**config.mk**
```make
export PLATFORM = sky130hd
export DESIGN_NAME = data_reshuffler_ctrl
export DESIGN_NICKNAME = d
export VERILOG_FILES = /design/src/rtl/data_reshuffler_ctrl_pkg.sv /design/src/rtl/reshuffler_beat_counter.sv /design/src/rtl/data_reshuffler_ctrl.sv
export SDC_FILE = /design/constraint.sdc
export NUM_CORES = 1
export LEC_CHECK = 0
export BUFFER_PORTS_ARGS = -buffer_cell sky130_fd_sc_hd__buf_2
export CAP_MARGIN = 30
export CORE_AREA = 2 2 473 475
export CTS_CLUSTER_SIZE = 40
export DETAILED_ROUTE_END_ITERATION = 8
export DIE_AREA = 0 0 475 477
export GPL_ROUTABILITY_DRIVEN = 0
export PLACE_DENSITY = 0.3
export RECOVER_POWER = 25
export SLEW_MARGIN = 20
export SYNTH_ARGS = -nofsm -noshare
export SYNTH_HDL_FRONTEND = slang
export SYNTH_SLANG_ARGS = --single-unit
```
**constraint.sdc**
```tcl
create_clock -name clk_i -period 3.01 [get_ports clk_i]
set_clock_uncertainty 0.05 [all_clocks]
set_input_delay 0.4515 -clock clk_i [delete_from_list [all_inputs] [get_ports clk_i]]
set_output_delay 0.4515 -clock clk_i [all_outputs]
set_load 0.02 [all_outputs]
```
**src/rtl/data_reshuffler_ctrl_pkg.sv**
```systemverilog
// Shared types and constants for the data_reshuffler_ctrl sequencer.
package data_reshuffler_ctrl_pkg;

  localparam int unsigned DefaultCntWidth   = 32;
  localparam int unsigned TransposeCsrWidth = 32;

  typedef enum logic [2:0] {
    IDLE  = 3'd0,
    CFG   = 3'd1,
    RUN   = 3'd2,
    DRAIN = 3'd3,
    DONE  = 3'd4
  } ctrl_state_e;

endpackage

```
**src/rtl/reshuffler_beat_counter.sv**
```systemverilog
// Saturating beat counter: synchronous clear, counts enabled beats up to i_limit and holds there.
module reshuffler_beat_counter #(
  parameter int unsigned CntWidth = 32
) (
  input  logic                clk_i,
  input  logic                rst_ni,
  input  logic                i_clear,
  input  logic                i_en,
  input  logic [CntWidth-1:0] i_limit,
  output logic [CntWidth-1:0] o_count,
  output logic                o_at_limit
);

  logic [CntWidth-1:0] r_count;
  logic                w_at_limit;

  assign w_at_limit = (r_count >= i_limit);
  assign o_count    = r_count;
  assign o_at_limit = w_at_limit;

  // Count register: clear wins, then increment only while below the limit.
  always_ff @(posedge clk_i or negedge rst_ni) begin
    if (!rst_ni) begin
      r_count <= '0;
    end else if (i_clear) begin
      r_count <= '0;
    end else if (i_en && !w_at_limit) begin
      r_count <= r_count + CntWidth'(1);
    end else begin
      r_count <= r_count;
    end
  end

endmodule

```
**src/rtl/data_reshuffler_ctrl.sv**
```systemverilog
// Sequencer in front of data_reshuffler: accepts one CSR job, configures the reshuffler and meters num_tiles beats.
// Stall counters on the perf ports are built only when DATA_RESHUFFLER_CTRL_PERF_EN is defined.
module data_reshuffler_ctrl
  import data_reshuffler_ctrl_pkg::*;
#(
  parameter int unsigned SpatPar   = 8,
  parameter int unsigned DataWidth = 64,
  parameter int unsigned CntWidth  = DefaultCntWidth
) (
  input  logic                           clk_i,
  input  logic                           rst_ni,
  input  logic [TransposeCsrWidth-1:0]   csr_transpose_i,
  input  logic [CntWidth-1:0]            csr_num_tiles_i,
  input  logic                           csr_valid_i,
  output logic                           csr_ready_o,
  output logic                           busy_o,
  output logic                           done_o,
  input  logic [SpatPar*DataWidth-1:0]   in_data_i,
  input  logic                           in_valid_i,
  output logic                           in_ready_o,
  output logic [SpatPar*DataWidth-1:0]   rs_a_o,
  output logic                           rs_a_valid_o,
  input  logic                           rs_a_ready_i,
  output logic [TransposeCsrWidth-1:0]   rs_csr_o,
  output logic                           rs_csr_valid_o,
  input  logic                           rs_csr_ready_i,
  input  logic                           rs_z_valid_i,
  output logic                           out_valid_o,
  input  logic                           out_ready_i,
  output logic                           rs_z_ready_o,
  output logic [CntWidth-1:0]            perf_in_stall_o,
  output logic [CntWidth-1:0]            perf_out_stall_o
);

  ctrl_state_e                  r_state;
  ctrl_state_e                  w_state_next;
  logic [TransposeCsrWidth-1:0] r_tr;
  logic [CntWidth-1:0]          r_num;

  logic                w_accept;
  logic                w_in_fire;
  logic                w_in_last;
  logic                w_out_fire;
  logic                w_out_last;
  logic [CntWidth-1:0] w_in_cnt;
  logic [CntWidth-1:0] w_out_cnt;
  logic                w_in_at_limit;
  logic                w_out_at_limit;

  assign w_accept   = (r_state == IDLE) && csr_valid_i;
  assign w_in_fire  = (r_state == RUN) && in_valid_i && rs_a_ready_i && !w_in_at_limit;
  assign w_in_last  = w_in_fire && ((w_in_cnt + CntWidth'(1)) == r_num);
  // Outputs are only metered while a job is streaming; stray beats elsewhere are ignored.
  assign w_out_fire = ((r_state == RUN) || (r_state == DRAIN)) && rs_z_valid_i && out_ready_i;
  assign w_out_last = w_out_fire && !w_out_at_limit && ((w_out_cnt + CntWidth'(1)) == r_num);

  assign rs_a_o       = in_data_i;
  assign out_valid_o  = rs_z_valid_i;
  assign rs_z_ready_o = out_ready_i;

  reshuffler_beat_counter #(.CntWidth(CntWidth)) u_in_cnt (
    .clk_i      (clk_i),
    .rst_ni     (rst_ni),
    .i_clear    (w_accept),
    .i_en       (w_in_fire),
    .i_limit    (r_num),
    .o_count    (w_in_cnt),
    .o_at_limit (w_in_at_limit)
  );

  reshuffler_beat_counter #(.CntWidth(CntWidth)) u_out_cnt (
    .clk_i      (clk_i),
    .rst_ni     (rst_ni),
    .i_clear    (w_accept),
    .i_en       (w_out_fire),
    .i_limit    (r_num),
    .o_count    (w_out_cnt),
    .o_at_limit (w_out_at_limit)
  );

  // State register.
  always_ff @(posedge clk_i or negedge rst_ni) begin
    if (!rst_ni) begin
      r_state <= IDLE;
    end else begin
      r_state <= w_state_next;
    end
  end

  // Job registers, loaded only when a job is accepted.
  always_ff @(posedge clk_i or negedge rst_ni) begin
    if (!rst_ni) begin
      r_tr  <= '0;
      r_num <= '0;
    end else if (w_accept) begin
      r_tr  <= csr_transpose_i;
      r_num <= csr_num_tiles_i;
    end else begin
      r_tr  <= r_tr;
      r_num <= r_num;
    end
  end

  // Next-state and handshake outputs.
  always_comb begin
    w_state_next   = r_state;
    csr_ready_o    = 1'b0;
    busy_o         = 1'b0;
    done_o         = 1'b0;
    rs_csr_valid_o = 1'b0;
    rs_csr_o       = '0;
    rs_a_valid_o   = 1'b0;
    in_ready_o     = 1'b0;
    case (r_state)
      IDLE: begin
        csr_ready_o = 1'b1;
        if (csr_valid_i) w_state_next = CFG;
        else             w_state_next = IDLE;
      end
      CFG: begin
        busy_o         = 1'b1;
        rs_csr_valid_o = 1'b1;
        rs_csr_o       = r_tr;
        if (rs_csr_ready_i) begin
          if (r_num == '0) w_state_next = DONE;
          else             w_state_next = RUN;
        end else begin
          w_state_next = CFG;
        end
      end
      RUN: begin
        busy_o       = 1'b1;
        rs_a_valid_o = in_valid_i && !w_in_at_limit;
        in_ready_o   = rs_a_ready_i && !w_in_at_limit;
        if (w_in_last) w_state_next = DRAIN;
        else           w_state_next = RUN;
      end
      DRAIN: begin
        busy_o = 1'b1;
        if (w_out_at_limit || w_out_last) w_state_next = DONE;
        else                              w_state_next = DRAIN;
      end
      DONE: begin
        done_o       = 1'b1;
        w_state_next = IDLE;
      end
      default: begin
        w_state_next = IDLE;
      end
    endcase
  end

`ifdef DATA_RESHUFFLER_CTRL_PERF_EN
  logic [CntWidth-1:0] r_perf_in;
  logic [CntWidth-1:0] r_perf_out;
  logic                w_in_stall;
  logic                w_out_stall;

  assign w_in_stall  = (r_state == RUN) && in_valid_i && !rs_a_ready_i;
  assign w_out_stall = ((r_state == RUN) || (r_state == DRAIN)) && rs_z_valid_i && !out_ready_i;

  // Stall counters: cleared per job, saturate at all-ones.
  always_ff @(posedge clk_i or negedge rst_ni) begin
    if (!rst_ni) begin
      r_perf_in  <= '0;
      r_perf_out <= '0;
    end else if (w_accept) begin
      r_perf_in  <= '0;
      r_perf_out <= '0;
    end else begin
      if (w_in_stall && (r_perf_in != '1)) r_perf_in <= r_perf_in + CntWidth'(1);
      else                                 r_perf_in <= r_perf_in;
      if (w_out_stall && (r_perf_out != '1)) r_perf_out <= r_perf_out + CntWidth'(1);
      else                                   r_perf_out <= r_perf_out;
    end
  end

  assign perf_in_stall_o  = r_perf_in;
  assign perf_out_stall_o = r_perf_out;
`else
  assign perf_in_stall_o  = '0;
  assign perf_out_stall_o = '0;
`endif

endmodule

```
==> results of run 1 <==
-- layer usage --
layer  GRT usage  up-vias  part of all wire
met5      0.0115        -            0.0036
met4      0.0703       10             0.093
met3      0.0737      398              0.20
met2       0.127      704              0.44
met1      0.0630     5191              0.26
li1            -     5035                 -
-- power by group --
group	internal (W)	switching, W	total (W)
sequential	0.00227	0.000402	0.00267
clock	0.00124	0.000984	0.00222
combinational	0.00278	0.00330	0.00608
-- cell families after synthesis --
group / synth area share
adders and majority gates: 0.0595
xor gates and xnor gates: 0.0580
DFF: 0.236
and+or+nand+nor: 0.173
other: 0.000270
buffers and inverters: 0.346
AOI/OAI and AO/OA: 0.123
muxes: 0.00378
-- synth_stat cells (all sizes together) (24+ instances only) --
master	count
xnor2	65
clkbuf	39
o31ai	28
dfrtp	131
inv	52
nor2	72
a21oi	33
buf	601
xor2	27
nand2	178
nand4	30
nand3	39
nor4	24
and2	42
ha	66
o21ai	129
-- worst reg2reg max path, delay by kind of cell, from the launching register on --
| kind | cells | cell delay [ns] |
|---|---|---|
| DFF | 1 | 0.45 |
| and+or+nand+nor | 4 | 1.56 |
| AOI/OAI and AO/OA | 5 | 0.65 |
| adders and majority gates | 1 | 0.21 |
| buffers and inverters | 2 | 0.26 |
-- cell type report --
cell class / instances / area [um2] / area share
diodes: 1 / 2.50 / 0.000136
clock buffers: 20 / 447 / 0.0243
clock inverters: 11 / 129 / 0.00702
inverters: 52 / 198 / 0.0108
multi-input cells: 975 / 7000 / 0.381
flip-flops and latches: 131 / 3300 / 0.180
well taps: 2975 / 3720 / 0.203
repair buffers: 458 / 3570 / 0.194
-- through the flow --
| step | hold slack [ns] | cells | worst slack [ns] | cell area [um2] |
|---|---|---|---|---|
| floorplan | 0.106 | 1798 | -0.0575 | 14200 |
| global placement | 0.318 | 4547 | -0.804 | 16300 |
| detailed placement | 0.321 | 4547 | -0.790 | 16300 |
| CTS | 0.0388 | 4609 | -0.294 | 17900 |
| global route | 0.0673 | 4622 | -0.373 | 18400 |
| finish | 0.102 | 4623 | -0.260 | 18400 |
-- worst paths after layout --
path	cells past startpoint	to	from	slack, ns
max	12	r_state[0]	u_in_cnt.o_count[0]	-0.26
min	3	r_tr[15]	csr_transpose_i[15]	0.10
max reg2reg	12	r_state[0]	u_in_cnt.o_count[0]	-0.26
min reg2reg	2	r_tr[20]	r_tr[20]	0.42
max in group asynchronous	3	r_tr[7]	rst_ni	0.66
min in group asynchronous	2	u_out_cnt.o_count[3]	rst_ni	1.00
-- sequential cells by signal, summed over array words and instances (netlist names) --
| signal | flops |
|---|---|
| r_tr | 32 |
| r_num | 32 |
| u_out_cnt.o_count | 32 |
| u_in_cnt.o_count | 32 |
| r_state | 3 |
-- what timing repair did --
action,in CTS,in global routing
resized for setup,196,124
hold buffers,1,0
setup endpoints to repair,64,67
buffers inserted,23,16
pin swaps,51,34
gates cloned,8,2
hold endpoints to repair,25,0
==> reports/metrics.csv, run 1 <==
metric,value,unit
number of synthesized register bits,131,
ratio of final minimum period to clock period,1.09,
"FFs w/ async S/R, synth",1.00,
max_cap viols,1,
most frequent cells in the layout,"buf_4, nand2_1, dfrtp_1",
CP cell instances,inv_2 > ha_4 > nand2b_4 > a21oi_2 > o21ai_1 > a211oi_2 > buf_4 > o2111ai_4 > or3_4 > or4_4 > or4_4 > o21ai_2,
Layout fillers,25900,
CTS tree,built,
Highest Clock Rate,0.306,GHz
global-route wire length before repair,122,mm
Total Neg Setup Slack,-0.822,ns
failing checks,"max-capacitance violations, max-slew violations, negative setup slack",
Initial Utilization,0.0627,
Area growth syn-to-layout,32.2,%
Starting DRT DRC Count,526,
final worst slack,-0.260,ns
port bufs,111,
DP HPWL,83.3,mm
crit end category,flip-flop,
row cnt,173,
initial antenna violation count,12,
Rel. slew slack,-0.272,
DIE WIDTH,475,um
cell taking the most area after synthesis,buf_4,
Final Hold Fails,0,
crit-path max FO,5,
layout cell share with drive strength beyond 1,0.406,
Synth Flop Type,dfrtp_1,
CTS sink count,131,
HP Class,primary input to flip-flop,
nets,2285,
Vias,11300,
outcome,finished with violations,
Synth Warn #,0,
TritonCTS buffer count,17,
CP max stage cell,or4_4,
clk buf depth,2,
sequential fraction of the synthesis area,0.236,
most common library cell in the layout ignoring fill and taps,buf_4,
die height,477,um
core area,221000,um2
vias in the first global route,11500,
DR DRC count,0,
top area cells in the synthesized netlist,"buf_4, dfrtp_1, ha_1, nand2_1, o21ai_0",
GRT overflow,0,
Power Total,0.0110,W
DRT Wirelength,97.1,mm
DRT Pass-1 Iters,4,
die area,227000,um2
# IOs,1200,
Power Density,598,nW/um2
Synth Instances,1735,
Lkg Pwr,7.23,nW
Root Buffer,clkbuf_16,
VDD IR max,0.513,mV
vias per std cell,2.45,
"Reg clk slew, reported paths",0.07,ns
largest net degree at the start of global routing,57,
most frequent CP cell,or4_4,
top-area cell type share of the netlist area,0.314,
unrepaired setup endpoints after global routing,yes,
Crit path largest cell delay,0.54,ns
"EDFF count, synth",0,
critical path type,flip-flop to flip-flop,
Unique masters post-synth,67,
Tmin final,3.27,ns
GR Util All Layers,0.0829,
crit-path leading delay family,simple AND/OR/NAND/NOR gates,
H-tree Lvls,4,
Crit path required time,3.38,ns
final max-slew violation count,26,
"antenna viol nets, final",0,
routed len/inst,21.0,um
final cell utilization of the core,0.0829,
post-synth design cell area,13900,um2
Bufs and invs on worst path,2,
Mean Syn Cell Area,8.00,um2
Critical Path Start Type,flip-flop,
crit path DAT,3.64,ns
Final Setup Violations,14,
Slew @ Worst Pin,1.91,ns
worst-skew pair later-pin latency,0.50,ns
No activity file was read; power rests on OpenSTA's default activity.
==> inputs of run 2 (changes only) <==
Settings changed: TNS_END_PERCENT set to 10.
Clock period 3.01 ns to 2.7 ns, I/O delays scaled along.
==> run 2 against run 1 <==
Against the previous run:
- the flow finishes with violations (negative setup slack)
- die area unchanged
- wire length is 3.7% lower
- global-route usage shrank 0.33 points
- non-clock buffer count increased by 4
- first-iteration DRC count rose by 10%
- critical path depth did not move
- combinational power increased by 11%
- clock power grew 7%
- largest cell class unchanged
- largest power group unchanged
- highest routed layer is now met4
==> reports/metrics.csv, run 2 (same netlist as run 1, synthesis figures left out) <==
metric,value,unit,change
outcome,finished with violations,,
failing checks,negative setup slack,,
M3 GR Usage,0.0681,,-0.00567
crit path DAT,3.60,ns,-0.04 ns
Initial Utilization,0.0627,,unchanged
worst-skew pair later-pin latency,0.50,ns,about the same
area of the multi-input gates,6900,um2,-1.4%
core area,221000,um2,unchanged
Lkg Pwr,7.17,nW,-0.90%
Critical Path Start Type,flip-flop,,
crit-path max FO,3,,-2
worst hold slack,0.0504,ns,-0.0519 ns
crit-path leading delay family,simple AND/OR/NAND/NOR gates,,
CTS sink count,131,,unchanged
H-tree Lvls,4,,unchanged
clk buf depth,2,,unchanged
GRT met1 Usage,0.0621,,-0.000926
Highest Clock Rate,0.309,GHz,+0.96%
most frequent cells in the layout,"buf_4, nand2_1, dfrtp_1",,
Crit path largest cell delay,0.50,ns,-0.04 ns
row cnt,173,,unchanged
CP cell instances,buf_4 > ha_4 > nand2b_4 > a21oi_2 > o21ai_2 > a211oi_2 > buf_4 > o2111ai_4 > or3_4 > or4_4 > or4_4 > o21ai_1,,
DIE WIDTH,475,um,unchanged
"antenna viol nets, final",0,,unchanged
Slew @ Worst Pin,0.584,ns,-1.32 ns
Root Buffer,clkbuf_16,,
Sw Share,0.428,,+0.00113
DRT Wirelength,93.5,mm,-3.7%
most common library cell in the layout ignoring fill and taps,buf_4,,
critical path type,flip-flop to flip-flop,,
Logic pwr share,0.558,,+0.004
unrepaired setup endpoints after global routing,yes,,
Rel. slew slack,0.606,,+0.878
DRT Pass-1 Iters,5,,+1
TritonCTS buffer count,17,,unchanged
sequential power share,0.244,,about the same
Final Setup Violations,66,,+52
Area growth syn-to-layout,30.8,%,
worst slack at placement,-1.21,ns,-0.416 ns
vias per std cell,2.44,,-0.35%
ratio of final minimum period to clock period,1.20,,+0.113
CP max stage cell,or4_4,,
vias in the first global route,11700,,+1.9%
GR Util All Layers,0.0796,,-0.00328
port bufs,111,,unchanged
Seq. cell area,3290,um2,-0.30%
Crit path required time,3.06,ns,-0.32 ns
Layout fillers,25900,,-0.062%
Tmin final,3.24,ns,-0.0310 ns
largest net degree at the start of global routing,46,,-19%
max_cap viols,0,,-1
layout cell share with drive strength beyond 1,0.393,,-0.0128
Psw,0.00517,W,+10%
initial antenna violation count,18,,+6
final max-slew violation count,0,,-100%
DR DRC count,0,,unchanged
global-route wire length before repair,119,mm,-2.8%
Global Route met2 Usage,0.125,,-0.00210
Clk network pwr share,0.197,,-0.006
Internal,0.00690,W,+9.7%
HP Class,primary input to flip-flop,,
Vias,11300,,-0.16%
DP HPWL,79.8,mm,-4.3%
CTS tree,built,,
GRT overflow,0,,unchanged
Bufs and invs on worst path,2,,unchanged
# IOs,1200,,unchanged
routed len/inst,20.2,um,-3.9%
final worst slack,-0.539,ns,-0.279 ns
Total Neg Setup Slack,-12.50,ns,-11.68 ns
die height,477,um,unchanged
Power Density,665,nW/um2,+11%
die area,227000,um2,unchanged
Final Hold Fails,0,,unchanged
nets,2293,,+0.35%
Starting DRT DRC Count,581,,+10%
crit end category,flip-flop,,
"Reg clk slew, reported paths",0.07,ns,about the same
VDD IR max,0.495,mV,-3.5%
layer with the highest usage,met2,,
==> run 2: through the flow <==
step           utilization  power [W]  instance area (um2)  cells
6_report            0.0820     0.0121                18200   4632
5_1_grt             0.0820     0.0130                18100   4630
4_1_cts             0.0804     0.0120                17800   4625
3_5_place_dp        0.0746    0.00890                16500   4570
3_3_place_gp        0.0746    0.00892                16500   4570
2_1_floorplan            -    0.00695                14300   1798
==> run 2: power by group through the flow <==
stage	registers [W]	logic, W	clock network [W]
6_report	0.00295	0.00674	0.00238
5_1_grt	0.00302	0.00740	0.00255
4_1_cts	0.00295	0.00661	0.00249
3_5_place_dp	0.00298	0.00592	0
3_3_place_gp	0.00298	0.00595	0
2_1_floorplan	0.00296	0.00399	0
==> run 2: cell type report <==
cell class / instances / share of cell area
inverters: 52 / 0.0112
clock inverters: 8 / 0.00434
multi-input cells: 979 / 0.380
diodes: 2 / 0.000276
clock buffers: 23 / 0.0263
repair buffers: 462 / 0.192
flip-flops and latches: 131 / 0.181
well taps: 2975 / 0.205
==> run 2: worst paths after layout <==
check | start | to | slack [ns] | cells after the start
max reg2reg | r_num[0] | r_state[0] | -0.54 | 12
max | r_num[0] | r_state[0] | -0.54 | 12
min reg2reg | r_tr[12] | r_tr[12] | 0.42 | 2
max in group asynchronous | rst_ni | r_tr[21] | 1.46 | 3
min | csr_transpose_i[6] | r_tr[6] | 0.05 | 3
min in group asynchronous | rst_ni | r_num[8] | 0.44 | 2
==> run 2: worst min-delay path, delay by kind of cell <==
kind | cells | cell delay (ns)
AND/OR/NAND/NOR | 2 | 0.09
buffers and inverters | 1 | 0.07
==> run 2: per-layer routing <==
metal,wire length (um),vias up
li1,-,5050
met1,25600,5168
met2,42000,703
met3,17400,399
met4,8390,0
met5,0,-
==> run 2: repair_timing <==
| action | 4_1_cts | 5_1_grt |
|---|---|---|
| hold endpoints to repair | 36 | 0 |
| gates resized for setup | 141 | 76 |
| buffers inserted | 21 | 5 |
| cloned | 4 | 3 |
| endpoints found under the setup margin | 75 | 81 |
| pin swaps | 48 | 14 |
| hold buffers | 1 | 0 |
==> inputs of run 3 (changes only) <==
Settings changed: SYNTH_HIERARCHICAL set to 1.
==> run 3 against run 2 <==
Against the previous run:
- the flow still finishes with violations (negative setup slack)
- worst setup slack worse by 0.39 ns
- critical path depth is 4 higher
- global-route usage is 1.8 points higher
- synthesized cell count is 0.86% lower
- first-iteration DRC count is 20% lower
- sequential share of layout area is 0.53 points higher
- fmax is 11% lower
- flip-flop and latch count stayed put
- count of clock-buffer cells in the layout is 5 lower
- critical path type unchanged
- critical endpoint is now u_in_cnt/o_count[29]
- largest power group unchanged
==> reports/metrics.csv, run 3 <==
metric,value,unit,change
critical path type,flip-flop to flip-flop,,
core area,221000,um2,unchanged
HP Class,primary input to flip-flop,,
routed len/inst,25.5,um,+27%
TritonCTS buffer count,17,,unchanged
crit end category,flip-flop,,
VDD IR max,0.565,mV,+14%
Crit path required time,3.08,ns,+0.02 ns
Rel. slew slack,0.163,,-0.443
nets,2184,,-4.8%
ratio of final minimum period to clock period,1.34,,+0.144
DIE WIDTH,475,um,unchanged
Critical Path Start Type,flip-flop,,
final max-slew violation count,0,,unchanged
top-area cell type share of the netlist area,0.298,,-0.0151
worst-skew pair later-pin latency,0.51,ns,about the same
layout cell share with drive strength beyond 1,0.357,,-0.0355
Synth Instances,1720,,-0.86%
H-tree Lvls,4,,unchanged
Synth Flop Type,dfrtp_1,,
most frequent cells in the layout,"buf_4, dfrtp_1, buf_2",,
adder and majority gate portion of the synthesized area,0.0579,,-0.00155
most common library cell in the layout ignoring fill and taps,buf_4,,
Area growth syn-to-layout,20.0,%,
top-count cell post-synth,buf_4,,
"Reg clk slew, reported paths",0.08,ns,about the same
DRT Pass-1 Iters,4,,-1
number of synthesized register bits,131,,unchanged
Root Buffer,clkbuf_16,,
Post-Place Cells,4476,,-2.1%
vias per std cell,2.48,,+1.5%
vias in the first global route,11100,,-5.2%
GR Util All Layers,0.0981,,+0.0185
Starting DRT DRC Count,467,,-20%
synth cell count leaders,"buf_4, dfrtp_1, a21oi_1, inv_1, mux2_2",,
# IOs,1200,,unchanged
final worst slack,-0.928,ns,-0.389 ns
Final Setup Violations,67,,+1.5%
initial antenna violation count,9,,-9
Final Hold Fails,0,,unchanged
global-route wire length before repair,140,mm,+18%
failing checks,negative setup slack,,
die height,477,um,unchanged
DRT Wirelength,115,mm,+24%
crit-path max FO,6,,+3
Synth Warn #,6,,+6
cell taking the most area after synthesis,buf_4,,
Synth Area in XOR/XNOR,0.0525,,-0.00556
Unique masters post-synth,70,,+4.5%
Vias,11200,,-0.90%
DP HPWL,104,mm,+31%
Highest Clock Rate,0.276,GHz,-11%
sequential fraction of the synthesis area,0.223,,-0.0129
post-placement cell area,16600,um2,+0.45%
"antenna viol nets, final",0,,unchanged
CTS tree,built,,
final instance area,17600,um2,-2.9%
Initial Utilization,0.0663,,+0.00363
unrepaired setup endpoints after global routing,yes,,
top area cells in the synthesized netlist,"buf_4, dfrtp_1, ha_1, mux2_2, xnor2_1",,
"FFs w/ async S/R, synth",1.00,,unchanged
"EDFF count, synth",0,,unchanged
main combinational cell family by area after synthesis,buffers and inverters,,
crit path DAT,4.01,ns,+0.41 ns
Power Density,593,nW/um2,-11%
CTS sink count,131,,unchanged
Simple-Gate Fraction of Synth Area,0.171,,-0.00183
post-synth design cell area,14700,um2,+5.8%
clk buf depth,2,,unchanged
GRT overflow,0,,unchanged
Lkg Pwr,6.38,nW,-11%
DR DRC count,0,,unchanged
Mean Syn Cell Area,8.54,um2,+6.7%
Non-Filler Instances,4522,,-2.4%
Tmin final,3.63,ns,+0.389 ns
port bufs,111,,unchanged
largest net degree at the start of global routing,60,,+30%
Slew @ Worst Pin,1.26,ns,+0.672 ns
mux share of post-synthesis cell area,0.0591,,+0.0553
max_cap viols,0,,unchanged
row cnt,173,,unchanged
die area,227000,um2,unchanged
outcome,finished with violations,,
compound-cell area share of the yosys netlist,0.103,,-0.0208
run 3: cell count changes in the layout (fill, tap and decap cells not counted), moves of 20 or more:
cell,delta
nor2_1,-23
nand4_1,+24
mux2_2,+68
o31ai_1,+20
nand2_1,-114
buf_4,-86
inv_1,+40
a21oi_1,+42
or4_1,+35
o21ai_0,-55
o21ai_1,-36
run 3: kinds of logic (layout without fill, tap and decap cells):
family / after synthesis / after routing
fa+ha+maj: 68 / 68
simple gates: 425 / 425
flops: 131 / 131
other cells: 1 / 66
mux: 78 / 78
compound gates: 220 / 220
xor+xnor: 88 / 88
buf+inv: 709 / 471
run 3: metal layers:
| layer | vias to the layer above | track usage | routed length [um] |
|---|---|---|---|
| met2 | 902 | 0.186 | 62100 |
| met3 | 97 | 0.113 | 29000 |
| met4 | 8 | 0.0163 | 1540 |
| met5 | - | 0.00682 | 254 |
| met1 | 5211 | 0.0557 | 22600 |
| li1 | 5000 | - | - |
run 3: metrics by stage:
stage / hold slack [ns] / worst slack, ns / TNS, ns / util / power, W
2_1_floorplan: 0.0594 / -1.09 / -38.79 / - / 0.00678
5_1_grt: 0.0328 / -1.12 / -45.08 / 0.0796 / 0.0113
3_3_place_gp: 0.339 / -1.09 / -39.85 / 0.0749 / 0.00781
6_report: 0.0869 / -0.928 / -33.22 / 0.0796 / 0.0104
3_5_place_dp: 0.337 / -1.23 / -42.69 / 0.0749 / 0.00783
4_1_cts: 0.00906 / -0.976 / -35.76 / 0.0786 / 0.0107
run 3: final timing paths:
kind / start / end / slack [ns] / cells after the start
setup / recovery: u_in_cnt/o_count[0] / u_in_cnt/o_count[29] / -0.93 / 16
hold / removal: csr_transpose_i[26] / r_tr[26] / 0.09 / 2
setup reg to reg: u_in_cnt/o_count[0] / u_in_cnt/o_count[29] / -0.93 / 16
hold reg to reg: r_tr[5] / r_tr[5] / 0.45 / 1
max in group asynchronous: rst_ni / u_out_cnt/o_count[19] / 0.96 / 3
min in group asynchronous: rst_ni / r_tr[24] / 0.66 / 2
run 3: final cells by class:
type	count	area, um2
Fill cell	25900	204000
Multi-Input combinational cell	943	7160
Tap cell	2975	3720
Sequential cell	131	3280
Timing Repair Buffer	358	2570
Clock buffer	18	439
Inverter	81	309
Clock inverter	14	133
Antenna cell	2	5.00
run 3: repair_timing:
item                                    in CTS  in global routing
endpoints found under the hold margin       37                  0
endpoints found under the setup margin      70                 95
pin swaps                                   30                  9
setup buffers                                7                  3
resized for setup                           31                 44
cloned                                       1                  0
hold buffers                                 1                  0
run 3: worst max-delay path, stage by stage, from the launching register on:
cell and delay, ns:
dfrtp_2 0.41, inv_2 0.08, ha_4 0.20, nand2b_4 0.14
a2111oi_4 0.27, nand3b_1 0.21, a41oi_4 0.14, or3_1 0.34
nor3_2 0.14, and4_1 0.24, nor2b_4 0.16, nand3_2 0.10
nor2_4 0.13, nand3_4 0.12, buf_6 0.16, or4_4 0.51
a21oi_2 0.14
run 3: power by group:
group          leakage (nW)  total [W]  switching (W)  internal [W]
Sequential             1.70    0.00278       0.000288       0.00250
Clock                 0.278    0.00247        0.00122       0.00124
Combinational          4.40    0.00519        0.00286       0.00234
